### config.mk
export PLATFORM = sky130hd
export DESIGN_NAME = fetch_stage
export DESIGN_NICKNAME = d
export VERILOG_FILES = /design/src/rtl/fetch_stage.sv
export SDC_FILE = /design/constraint.sdc
export NUM_CORES = 1
export LEC_CHECK = 0
export CAP_MARGIN = 20
export CELL_PAD_IN_SITES_DETAIL_PLACEMENT = 1
export CELL_PAD_IN_SITES_GLOBAL_PLACEMENT = 1
export CORE_ASPECT_RATIO = 1.1
export CORE_MARGIN = 5
export CORE_UTILIZATION = 45
export DETAILED_ROUTE_END_ITERATION = 8
export DONT_BUFFER_PORTS = 1
export GPL_ROUTABILITY_DRIVEN = 0
export PLACE_DENSITY_LB_ADDON = 0.15
export SLEW_MARGIN = 20
export SYNTH_ARGS = -nofsm -noshare
export SYNTH_HDL_FRONTEND = slang
export SYNTH_SLANG_ARGS = --single-unit
### constraint.sdc
create_clock -name clk_i -period 11 [get_ports clk_i]
set_input_delay 1.65 -clock clk_i [delete_from_list [all_inputs] [get_ports clk_i]]
set_output_delay 1.65 -clock clk_i [all_outputs]
set_load 0.01 [all_outputs]
### src/rtl/fetch_stage.sv
// Instruction-fetch stage: PC register, IF/ID register and a one-entry skid buffer.
// Optional FETCH_STALL_CNT_EN adds a saturating 16-bit stall-cycle counter on stall_cnt_o.
module fetch_stage #(
    parameter int                 ADDR_W   = 32,
    parameter int                 INSTR_W  = 32,
    parameter logic [ADDR_W-1:0]  RESET_PC = '0
) (
    input  logic               clk_i,
    input  logic               rst_i,
    input  logic               start_i,
    input  logic               stall_i,
    input  logic               branch_i,
    input  logic [ADDR_W-1:0]  branch_target_i,
    output logic               imem_req_o,
    output logic [ADDR_W-1:0]  imem_addr_o,
    input  logic               imem_ack_i,
    input  logic [INSTR_W-1:0] imem_data_i,
    output logic [ADDR_W-1:0]  if_id_pc_o,
    output logic [INSTR_W-1:0] if_id_instr_o,
    output logic               if_id_valid_o,
    output logic               fetch_busy_o
`ifdef FETCH_STALL_CNT_EN
    ,output logic [15:0]       stall_cnt_o
`endif
);

    typedef enum logic [1:0] {S_IDLE, S_FETCH, S_HOLD} state_e;

    state_e              state_q, state_d;
    logic [ADDR_W-1:0]   pc_q, pc_d;
    logic [ADDR_W-1:0]   if_id_pc_q, if_id_pc_d;
    logic [INSTR_W-1:0]  if_id_instr_q, if_id_instr_d;
    logic                if_id_valid_q, if_id_valid_d;
    logic [INSTR_W-1:0]  buf_instr_q, buf_instr_d;
    logic                busy_q;
    logic [ADDR_W-1:0]   branch_tgt;
    logic                unused_tgt_bits;

    assign branch_tgt      = {branch_target_i[ADDR_W-1:2], 2'b00};
    assign unused_tgt_bits = ^branch_target_i[1:0];

    always_ff @(posedge clk_i or posedge rst_i) begin
        if (rst_i) begin
            state_q <= S_IDLE;
        end else begin
            state_q <= state_d;
        end
    end

    always_comb begin
        state_d = state_q;
        unique case (state_q)
            S_IDLE: begin
                if (start_i) state_d = S_FETCH;
            end
            S_FETCH: begin
                if (branch_i)        state_d = S_FETCH;
                else if (imem_ack_i) state_d = stall_i ? S_HOLD : (start_i ? S_FETCH : S_IDLE);
            end
            S_HOLD: begin
                if (branch_i)        state_d = S_FETCH;
                else if (!stall_i)   state_d = start_i ? S_FETCH : S_IDLE;
            end
            default: state_d = S_IDLE;
        endcase
    end

    // PC is untouched while in HOLD, so the skid buffer only needs the instruction word.
    always_comb begin
        imem_req_o    = (state_q == S_FETCH);
        pc_d          = pc_q;
        if_id_pc_d    = if_id_pc_q;
        if_id_instr_d = if_id_instr_q;
        if_id_valid_d = if_id_valid_q;
        buf_instr_d   = buf_instr_q;
        unique case (state_q)
            S_IDLE: begin
                if (branch_i) begin
                    pc_d          = branch_tgt;
                    if_id_instr_d = '0;
                    if_id_valid_d = 1'b0;
                end else if (!stall_i) begin
                    if_id_instr_d = '0;
                    if_id_valid_d = 1'b0;
                end
            end
            S_FETCH: begin
                if (branch_i) begin
                    pc_d          = branch_tgt;
                    if_id_instr_d = '0;
                    if_id_valid_d = 1'b0;
                end else if (imem_ack_i && stall_i) begin
                    buf_instr_d   = imem_data_i;
                end else if (imem_ack_i) begin
                    if_id_pc_d    = pc_q;
                    if_id_instr_d = imem_data_i;
                    if_id_valid_d = 1'b1;
                    pc_d          = pc_q + ADDR_W'(4);
                end else if (!stall_i) begin
                    if_id_instr_d = '0;
                    if_id_valid_d = 1'b0;
                end
            end
            S_HOLD: begin
                if (branch_i) begin
                    pc_d          = branch_tgt;
                    if_id_instr_d = '0;
                    if_id_valid_d = 1'b0;
                end else if (!stall_i) begin
                    if_id_pc_d    = pc_q;
                    if_id_instr_d = buf_instr_q;
                    if_id_valid_d = 1'b1;
                    pc_d          = pc_q + ADDR_W'(4);
                end
            end
            default: begin
                if_id_instr_d = '0;
                if_id_valid_d = 1'b0;
            end
        endcase
    end

    always_ff @(posedge clk_i or posedge rst_i) begin
        if (rst_i) begin
            pc_q          <= RESET_PC;
            if_id_pc_q    <= '0;
            if_id_instr_q <= '0;
            if_id_valid_q <= 1'b0;
            buf_instr_q   <= '0;
            busy_q        <= 1'b0;
        end else begin
            pc_q          <= pc_d;
            if_id_pc_q    <= if_id_pc_d;
            if_id_instr_q <= if_id_instr_d;
            if_id_valid_q <= if_id_valid_d;
            buf_instr_q   <= buf_instr_d;
            busy_q        <= (state_d != S_IDLE);
        end
    end

    assign imem_addr_o   = pc_q;
    assign if_id_pc_o    = if_id_pc_q;
    assign if_id_instr_o = if_id_instr_q;
    assign if_id_valid_o = if_id_valid_q;
    assign fetch_busy_o  = busy_q;

`ifdef FETCH_STALL_CNT_EN
    logic [15:0] stall_cnt_q, stall_cnt_d;

    always_comb begin
        stall_cnt_d = stall_cnt_q;
        if (stall_i && (state_q != S_IDLE) && (stall_cnt_q != 16'hFFFF))
            stall_cnt_d = stall_cnt_q + 16'd1;
    end

    always_ff @(posedge clk_i or posedge rst_i) begin
        if (rst_i) stall_cnt_q <= '0;
        else       stall_cnt_q <= stall_cnt_d;
    end

    assign stall_cnt_o = stall_cnt_q;
`endif

endmodule

# Word level (Yosys, flattened, before mapping)
# Index checks and enable logic that the tools add are counted.
# Widths: inputs -> output; s select.
# totals
romBits	0
output_inout_bits	99
inputBits	70
reg_bits	132
latchBits	0
ramBits	0
memories	0
# classes
n_div	0
n_eq_ne	11
bitwise_logic	1
shifts	0
n_lt_le_gt_ge	0
mul	0
muxes	37
add_sub_neg	1
n_reduce_logical	9
# ops
op	n
$mux 32	18
$pmux 32 s3	2
$pmux 32 s2	1
$add 32x3->32 const B	1
$mux 2	6
$ne 2x2->1 const B	5
$mux 1	8
$ne 3x3->1 const B	2
$pmux 2 s3	1
$reduce_and 6->1	1
$reduce_and 5->1	1
$reduce_bool 2->1	2
$ne 3x2->1 const B	1
$pmux 1 s3	1
$reduce_and 3->1	1
$reduce_bool 3->1	1
$eq 2x1->1 const B	1
$eq 2x2->1 const B	1
$logic_not 2->1	1
$ne 2x1->1 const B	1
$reduce_and 2->1	1
$logic_and 1x1->1	1
$not 1->1	1

# Logic depth before layout (Yosys ltp)
# Gate-level depths: netlist of the first run.
# logic_depth
depth_word	6
ltp_mapped	9
ltp_nobuf	7

# Worst setup path before layout of the first run
# No wires, ideal clock.
# synth_timing
path_kind	input -> register
from	in branch_i
to	reg pc_q[27], in the netlist imem_addr_o[27]
path_stages	8
path_slack_ns	8.024
arrival_time_ns	2.897
n_path_buf	3
cell_sequence	buf_2 -> nand2b_1 -> nor2_1 -> or3_1 -> buf_2 -> clkbuf_1 -> a21oi_1 -> a2bb2oi_1
# synth_between
elab_chain_len	2
elab_cells_between_ends	8
# synth_rtl
item	line_no	source
start: declaration	12	input logic branch_i,
$ne 3x3->1 (no source line), or another cell as far along	n/a	
$reduce_and 5->1 (no source line) / $pmux 32 s3 (equally long branches)	n/a	
end signal: assignment	132	pc_q <= pc_d;
end: declaration	30	logic [ADDR_W-1:0] pc_q, pc_d;
# Parallel ways exist; a longest one is shown, timed or not.
# A chain may end at the register's enable or synchronous reset.

# Final worst setup path of the first run
# layout_timing
from	reg state_q[1]
to	out imem_req_o
# layout_between
elab_chain_len	1
# layout_rtl
item	line_no	source
start: declaration	29	state_e state_q, state_d;
start signal: assignment	46	state_q <= state_d;
$eq 2x1->1	70	imem_req_o = (state_q == S_FETCH);
end: declaration	14	output logic imem_req_o,
# No other way between the ends.

==> results of run 1 <==
## synthesized netlist by cell type, types with 3 or more instances
| master | n | share of area |
|---|---|---|
| mux2_2 | 58 | 0.11 |
| a21o_1 | 3 | 0.0037 |
| buf_1 | 9 | 0.0056 |
| o22ai_1 | 14 | 0.015 |
| ha_1 | 5 | 0.010 |
| o2bb2ai_1 | 33 | 0.048 |
| o21ai_0 | 23 | 0.019 |
| nor2b_1 | 3 | 0.0031 |
| a31oi_1 | 3 | 0.0031 |
| nor2_1 | 23 | 0.014 |
| or3_4 | 3 | 0.0056 |
| buf_2 | 8 | 0.0067 |
| a2bb2oi_1 | 9 | 0.013 |
| o22a_1 | 4 | 0.0058 |
| dfrtp_1 | 128 | 0.53 |
| o21a_1 | 3 | 0.0037 |
| nand2_1 | 28 | 0.017 |
| a22oi_1 | 33 | 0.041 |
| a21oi_1 | 38 | 0.032 |
| clkbuf_1 | 22 | 0.014 |
| nand4_1 | 12 | 0.012 |
| buf_4 | 4 | 0.0050 |
| inv_1 | 10 | 0.0062 |
| nand3_1 | 11 | 0.0091 |
| nor3_1 | 7 | 0.0058 |
| nand2b_1 | 5 | 0.0052 |
| or2_2 | 4 | 0.0042 |
## sequential cells by signal, indices dropped and copies added (netlist names)
signal / flops
if_id_valid_o: 1
state_q: 2
if_id_instr_o: 32
fetch_busy_o: 1
if_id_pc_o: 30
buf_instr_q: 32
imem_addr_o: 30
## cell type report
| cell class | instances | area, um^2 | share of cell area |
|---|---|---|---|
| multi-input cells | 357 | 2630 | 0.389 |
| clock inverters | 6 | 105 | 0.0156 |
| flip-flops and latches | 128 | 3200 | 0.474 |
| inverters | 10 | 42.5 | 0.00630 |
| clock buffers | 24 | 492 | 0.0728 |
| repair buffers | 10 | 82.6 | 0.0122 |
| well taps | 161 | 201 | 0.0298 |
## worst min-delay path by stage
stage                     from              end  slack, ns
3_5_place_dp   buf_instr_q[17]  buf_instr_q[17]       0.49
3_3_place_gp   buf_instr_q[31]  buf_instr_q[31]       0.49
6_report       buf_instr_q[15]  buf_instr_q[15]       0.51
4_1_cts        buf_instr_q[17]  buf_instr_q[17]       0.51
2_1_floorplan   buf_instr_q[0]   buf_instr_q[0]       0.48
5_1_grt         buf_instr_q[2]   buf_instr_q[2]       0.52
## power by group through the flow
stage | clock network (mW) | registers [mW] | logic [mW]
final | 0.572 | 0.932 | 0.511
after global routing | 0.606 | 0.967 | 0.572
after CTS | 0.582 | 0.939 | 0.512
after detailed placement | 0 | 0.946 | 0.508
after global placement | 0 | 0.930 | 0.482
after floorplan | 0 | 0.862 | 0.411
## cells by family (layout without fill, tap and decap cells)
logic type | after synthesis | count (layout) | share of synthesized area
buf+inv | 53 | 50 | 0.0372
mux | 60 | 60 | 0.112
other cells | 1 | 4 | 0.000623
simple gates | 112 | 112 | 0.102
flops | 128 | 128 | 0.532
compound gates | 176 | 176 | 0.206
fa+ha+maj | 5 | 5 | 0.0104
## per-layer routing
layer	vias up	wire length (um)	global-route usage
met5	-	0	0
met2	146	8320	0.359
met4	0	319	0.0686
met1	2266	6570	0.256
li1	1978	-	-
met3	31	1520	0.0929
## metrics by stage
| step | cells | worst slack [ns] |
|---|---|---|
| 2_1_floorplan | 538 | 5.94 |
| 5_1_grt | 696 | 8.00 |
| 3_5_place_dp | 665 | 7.29 |
| 4_1_cts | 695 | 7.72 |
| 3_3_place_gp | 665 | 7.39 |
| 6_report | 696 | 8.10 |
==> impl_results.md, run 1 <==
- Synth Cell Area: 6020 um^2
- Post-route cell area: 6750 um^2
- Cts bufs inserted: 17
- Post-layout min period: 2.90 ns
- Setup CP Type: register to output pin
- Maxcap violations: 0
- Relative slew slack: 0.412
- Initial DRC count: 190
- P_sw: 738 uW
- All-layer global routing usage: 0.217
- CTS sink count: 128
- Crit-path slowest cell: dfrtp_1
- Pin count of the biggest net entering global routing: 68
- Number of synthesized flops with an enable pin: 0
- Clk network pwr share: 0.284
- Layout cells sized above 1: 0.219
- FF-to-FF setup slack: 8.43 ns
- Io pins: 169
- Share of synthesized registers carrying an async set or reset: 1.00
- Flop and latch count out of synthesis: 128
- Antenna violations before repair: 0
- First-pass GRT wire length: 27.3 mm
- Layout area overhead: 12.1%
- Reg2Reg Depth: 8
- Worst Hold Path Cells: 1
- Crit path to: imem_req_o
- 1st-pass router iterations: 4
- Startpoint class of the critical path: register
- Setup crit start: state_q[1]
- WP data required: 9.35 ns
- Worst r2r dst: if_id_instr_o[26]
- Number of antenna-violating nets in the routed design: 0
- Clock Tree Root: clkbuf_16
- F_max: 0.345 GHz
- Main flop type after synthesis: dfrtp_1
- Cell area power density: 298 nW/um^2
- Period Utilization, post-route: 0.264
- Crit path max fanout: 7
- PostCTS Resize Cnt: 0
- CP bufs+invs: 1
- Commonest non-fill, non-tap cell in the layout: dfrtp_1
- Critical path depth: 2
- RSZ-0062 raised after global routing: false
- Internal Power: 1.28 mW
- Sequential power share: 0.463
- Combinational share of power: 0.254
- Die width: 120 um
- Worst hold margin: 0.506 ns
- Slowest stage delay, CP: 0.40 ns
- Net Sw Frac: 0.367
- Worst VDD drop: 136 uV
- Routed vias: 4421
- Per-cell routed wire length: 24.0 um
- Post-synthesis cell count: 535
- Setup TNS: 0 ns
- Global route total overflow: 0
- Vias in the first global route: 4846
- Sequential share of the synthesized area: 0.532
- WL final: 16.7 mm
- Fill cells: 1377
- DP Area: 6140 um^2
- FF-to-FF Start: state_q[1]
- Die area: 15800 um^2
- Die H: 131 um
- Synth Warn #: 0
- Starting Density: 0.458
- Clock slew at reported path FFs: 0.05 ns
- Worst-path cell chain: inv_1, ha_1
- DP HPWL: 11.2 mm
- Fin util: 0.513
- Slew @ Worst Pin: 0.883 ns
- Htree depth: 4
- Outcome: complete, no violations
- CP endpoint kind: output pin
- Most frequent cells in the layout: dfrtp_1 (128), mux2_2 (58), a21oi_1 (38)
- Pwr Total: 2.01 mW
- Lkg Pwr: 2.74 nW
- Worst hold-check path type: register to register
- # DRC: 0
- Count of cell types in the netlist: 54
- CTS tree: yes
- Post-DR vias/cell: 6.35
- Endpoints failing setup: 0
- Arrival time at the worst endpoint: 1.25 ns
- Setup Buffers After CTS: 0
- IO Port Bufs: 0
- CTS max path bufs: 2
- CTS Hold Buffers Added: 0
- Syn_area_per_cell: 11.3 um^2
- Hold Fails Final Rpt: 0
- ANT cells: 0
- CP top delay family: flip-flops
- Worst-Skew Late Latency: 0.41 ns
- Max-slew violation total from the final report: 0
- Row Count: 44
- Core ar.: 13200 um^2
- Nets: 599
- Setup Skew: 0.00650 ns
Note: power is estimated with default switching activity, not from simulation.
==> run 2, diff against run 1 <==
--- a/config.mk
+++ b/config.mk
@@ -10,7 +10,7 @@
 export CELL_PAD_IN_SITES_GLOBAL_PLACEMENT = 1
 export CORE_ASPECT_RATIO = 1.1
 export CORE_MARGIN = 5
-export CORE_UTILIZATION = 45
+export CORE_UTILIZATION = 44
 export DETAILED_ROUTE_END_ITERATION = 8
 export DONT_BUFFER_PORTS = 1
 export GPL_ROUTABILITY_DRIVEN = 0
==> constraint.sdc (replaced) <==
create_clock -name clk_i -period 2.6 [get_ports clk_i]
set_input_delay 0.39 -clock clk_i [delete_from_list [all_inputs] [get_ports clk_i]]
set_output_delay 0.39 -clock clk_i [all_outputs]
set_load 0.01 [all_outputs]
==> run 2 against run 1 <==
Combinational power increased to 4.4 times the previous value. Setup slack lost 7.8 ns. Count of clock-buffer cells in the layout down 3. Clock skew increased by 0.00085 ns. Sequential share of layout area is 0.71 points lower. Highest routed layer unchanged. Cell count rose by 4.7%. Core utilization grew 0.13 points.
==> impl_results.md, run 2 (synthesized netlist as in run 1, its figures left out) <==
- Cts bufs inserted: 17
- CTS sink count: 128
- Crit-path slowest cell: or2_2
- Worst-path cell chain: ha_1, nand2_1, or2_2, a21oi_1, or2_2
- Routed vias: 4430
- Nets: 608
- WP data required: 2.90 ns
- Layout area overhead: 13.8%
- CP top delay family: simple AND/OR/NAND/NOR gates
- First-pass GRT wire length: 28.3 mm
- Commonest non-fill, non-tap cell in the layout: dfrtp_1
- DP HPWL: 12.1 mm
- Die width: 122 um
- Global route total overflow: 0
- CTS max path bufs: 2
- Max-slew violation total from the final report: 0
- Htree depth: 4
- Cell area power density: 1240 nW/um^2
- Vias in the first global route: 4967
- Clk network pwr share: 0.269
- CP bufs+invs: 0
- Setup Buffers After CTS: 0
- CP most frequent cell: or2_2
- Final WS setup: 0.318 ns
- Layout cells sized above 1: 0.235
- Period Utilization, post-route: 0.878
- Row Count: 44
- P_sw: 3.21 mW
- Combinational share of power: 0.268
- Setup CP Type: register to register
- Core ar.: 13300 um^2
- Outcome: complete, no violations
- Post-route cell area: 6850 um^2
- Endpoints failing setup: 0
- Per-cell routed wire length: 23.8 um
- Hold Fails Final Rpt: 0
- Number of antenna-violating nets in the routed design: 0
- Clock Tree Root: clkbuf_16
- Sequential power share: 0.463
- IO Port Bufs: 0
- RSZ-0062 raised after global routing: false
- Initial DRC count: 218
- Lkg Pwr: 2.78 nW
- CTS tree: yes
- Worst hold-check path type: input pin to register
- Worst-Skew Late Latency: 0.41 ns
- Setup Skew: 0.00735 ns
- Io pins: 169
- Antenna violations before repair: 0
- Fin util: 0.514
- Relative slew slack: 0.417
- Post-place setup slack: 0.318 ns
- Die area: 16100 um^2
- 1st-pass router iterations: 4
- Worst VDD drop: 590 uV
- Clock slew at reported path FFs: 0.06 ns
- F_max: 0.438 GHz
- Maxcap violations: 0
- Slew @ Worst Pin: 0.875 ns
- ANT cells: 0
- Pin count of the biggest net entering global routing: 59
- WL final: 17.4 mm
- Worst hold margin: 0.122 ns
- Setup TNS: 0 ns
- Die H: 133 um
- CP endpoint kind: register
- # DRC: 0
- Internal Power: 5.27 mW
- All-layer global routing usage: 0.225
- Post-layout min period: 2.28 ns
- Most frequent cells in the layout: dfrtp_1 (128), mux2_2 (58), a21oi_1 (38)
- Net Sw Frac: 0.379
- Post-DR vias/cell: 6.08
- Slowest stage delay, CP: 0.71 ns
- DP Area: 6280 um^2
- Starting Density: 0.452
- Arrival time at the worst endpoint: 2.58 ns
- Startpoint class of the critical path: register
- Crit path max fanout: 33
## run 2: cell count changes in the layout (fill, tap and decap cells not counted), sizes merged, moves of 2 or more
cell / previous run / this run
clkinvlp: 0 / 4
bufinv: 3 / 1
clkbuf: 24 / 21
buf: 10 / 18
clkinv: 3 / 6
## run 2: cell type report
cell class	instances	area, um^2
clock buffer	21	480
clock inverter	10	86.3
fill	1434	6470
inverter	10	41.3
multi-input combinational	357	2620
sequential	128	3200
tap	184	230
timing repair buffer	19	195
## run 2: repair_timing
| action | in CTS | in global routing |
|---|---|---|
| hold endpoints to repair | 27 | 0 |
| gates resized for setup | 0 | 0 |
| hold buffers | 1 | 0 |
## run 2: worst paths after layout
path	end	startpoint	cells past startpoint	slack (ns)
max	fetch_busy_o	state_q[0]	5	0.32
max reg2reg	fetch_busy_o	state_q[0]	5	0.32
min in group asynchronous	if_id_pc_o[31]	rst_i	2	0.57
min reg2reg	buf_instr_q[30]	buf_instr_q[30]	1	0.51
min	buf_instr_q[22]	imem_data_i[22]	1	0.12
max in group asynchronous	if_id_instr_o[27]	rst_i	3	1.29
## run 2: routing by layer
metal	global-route usage	vias up	routed length, um	part of all wire
li1	-	2002	-	-
met1	0.249	2253	6560	0.38
met2	0.396	150	9100	0.52
met3	0.0828	25	1410	0.081
met4	0.0747	0	287	0.017
met5	0	-	0	0
## run 2: per-stage QoR
step                total power, mW  std cells
finish                         8.48        729
global placement               6.08        697
floorplan                      5.39        538
CTS                            8.58        729
global route                   9.01        729
detailed placement             6.27        697
## run 2: power by group through the flow
| stage | clock (mW) | sequential (mW) | combinational (mW) |
|---|---|---|---|
| after floorplan | 0 | 3.65 | 1.74 |
| after global placement | 0 | 3.92 | 2.16 |
| after detailed placement | 0 | 3.99 | 2.28 |
| after CTS | 2.32 | 3.96 | 2.30 |
| after global routing | 2.42 | 4.07 | 2.53 |
| final | 2.28 | 3.93 | 2.27 |
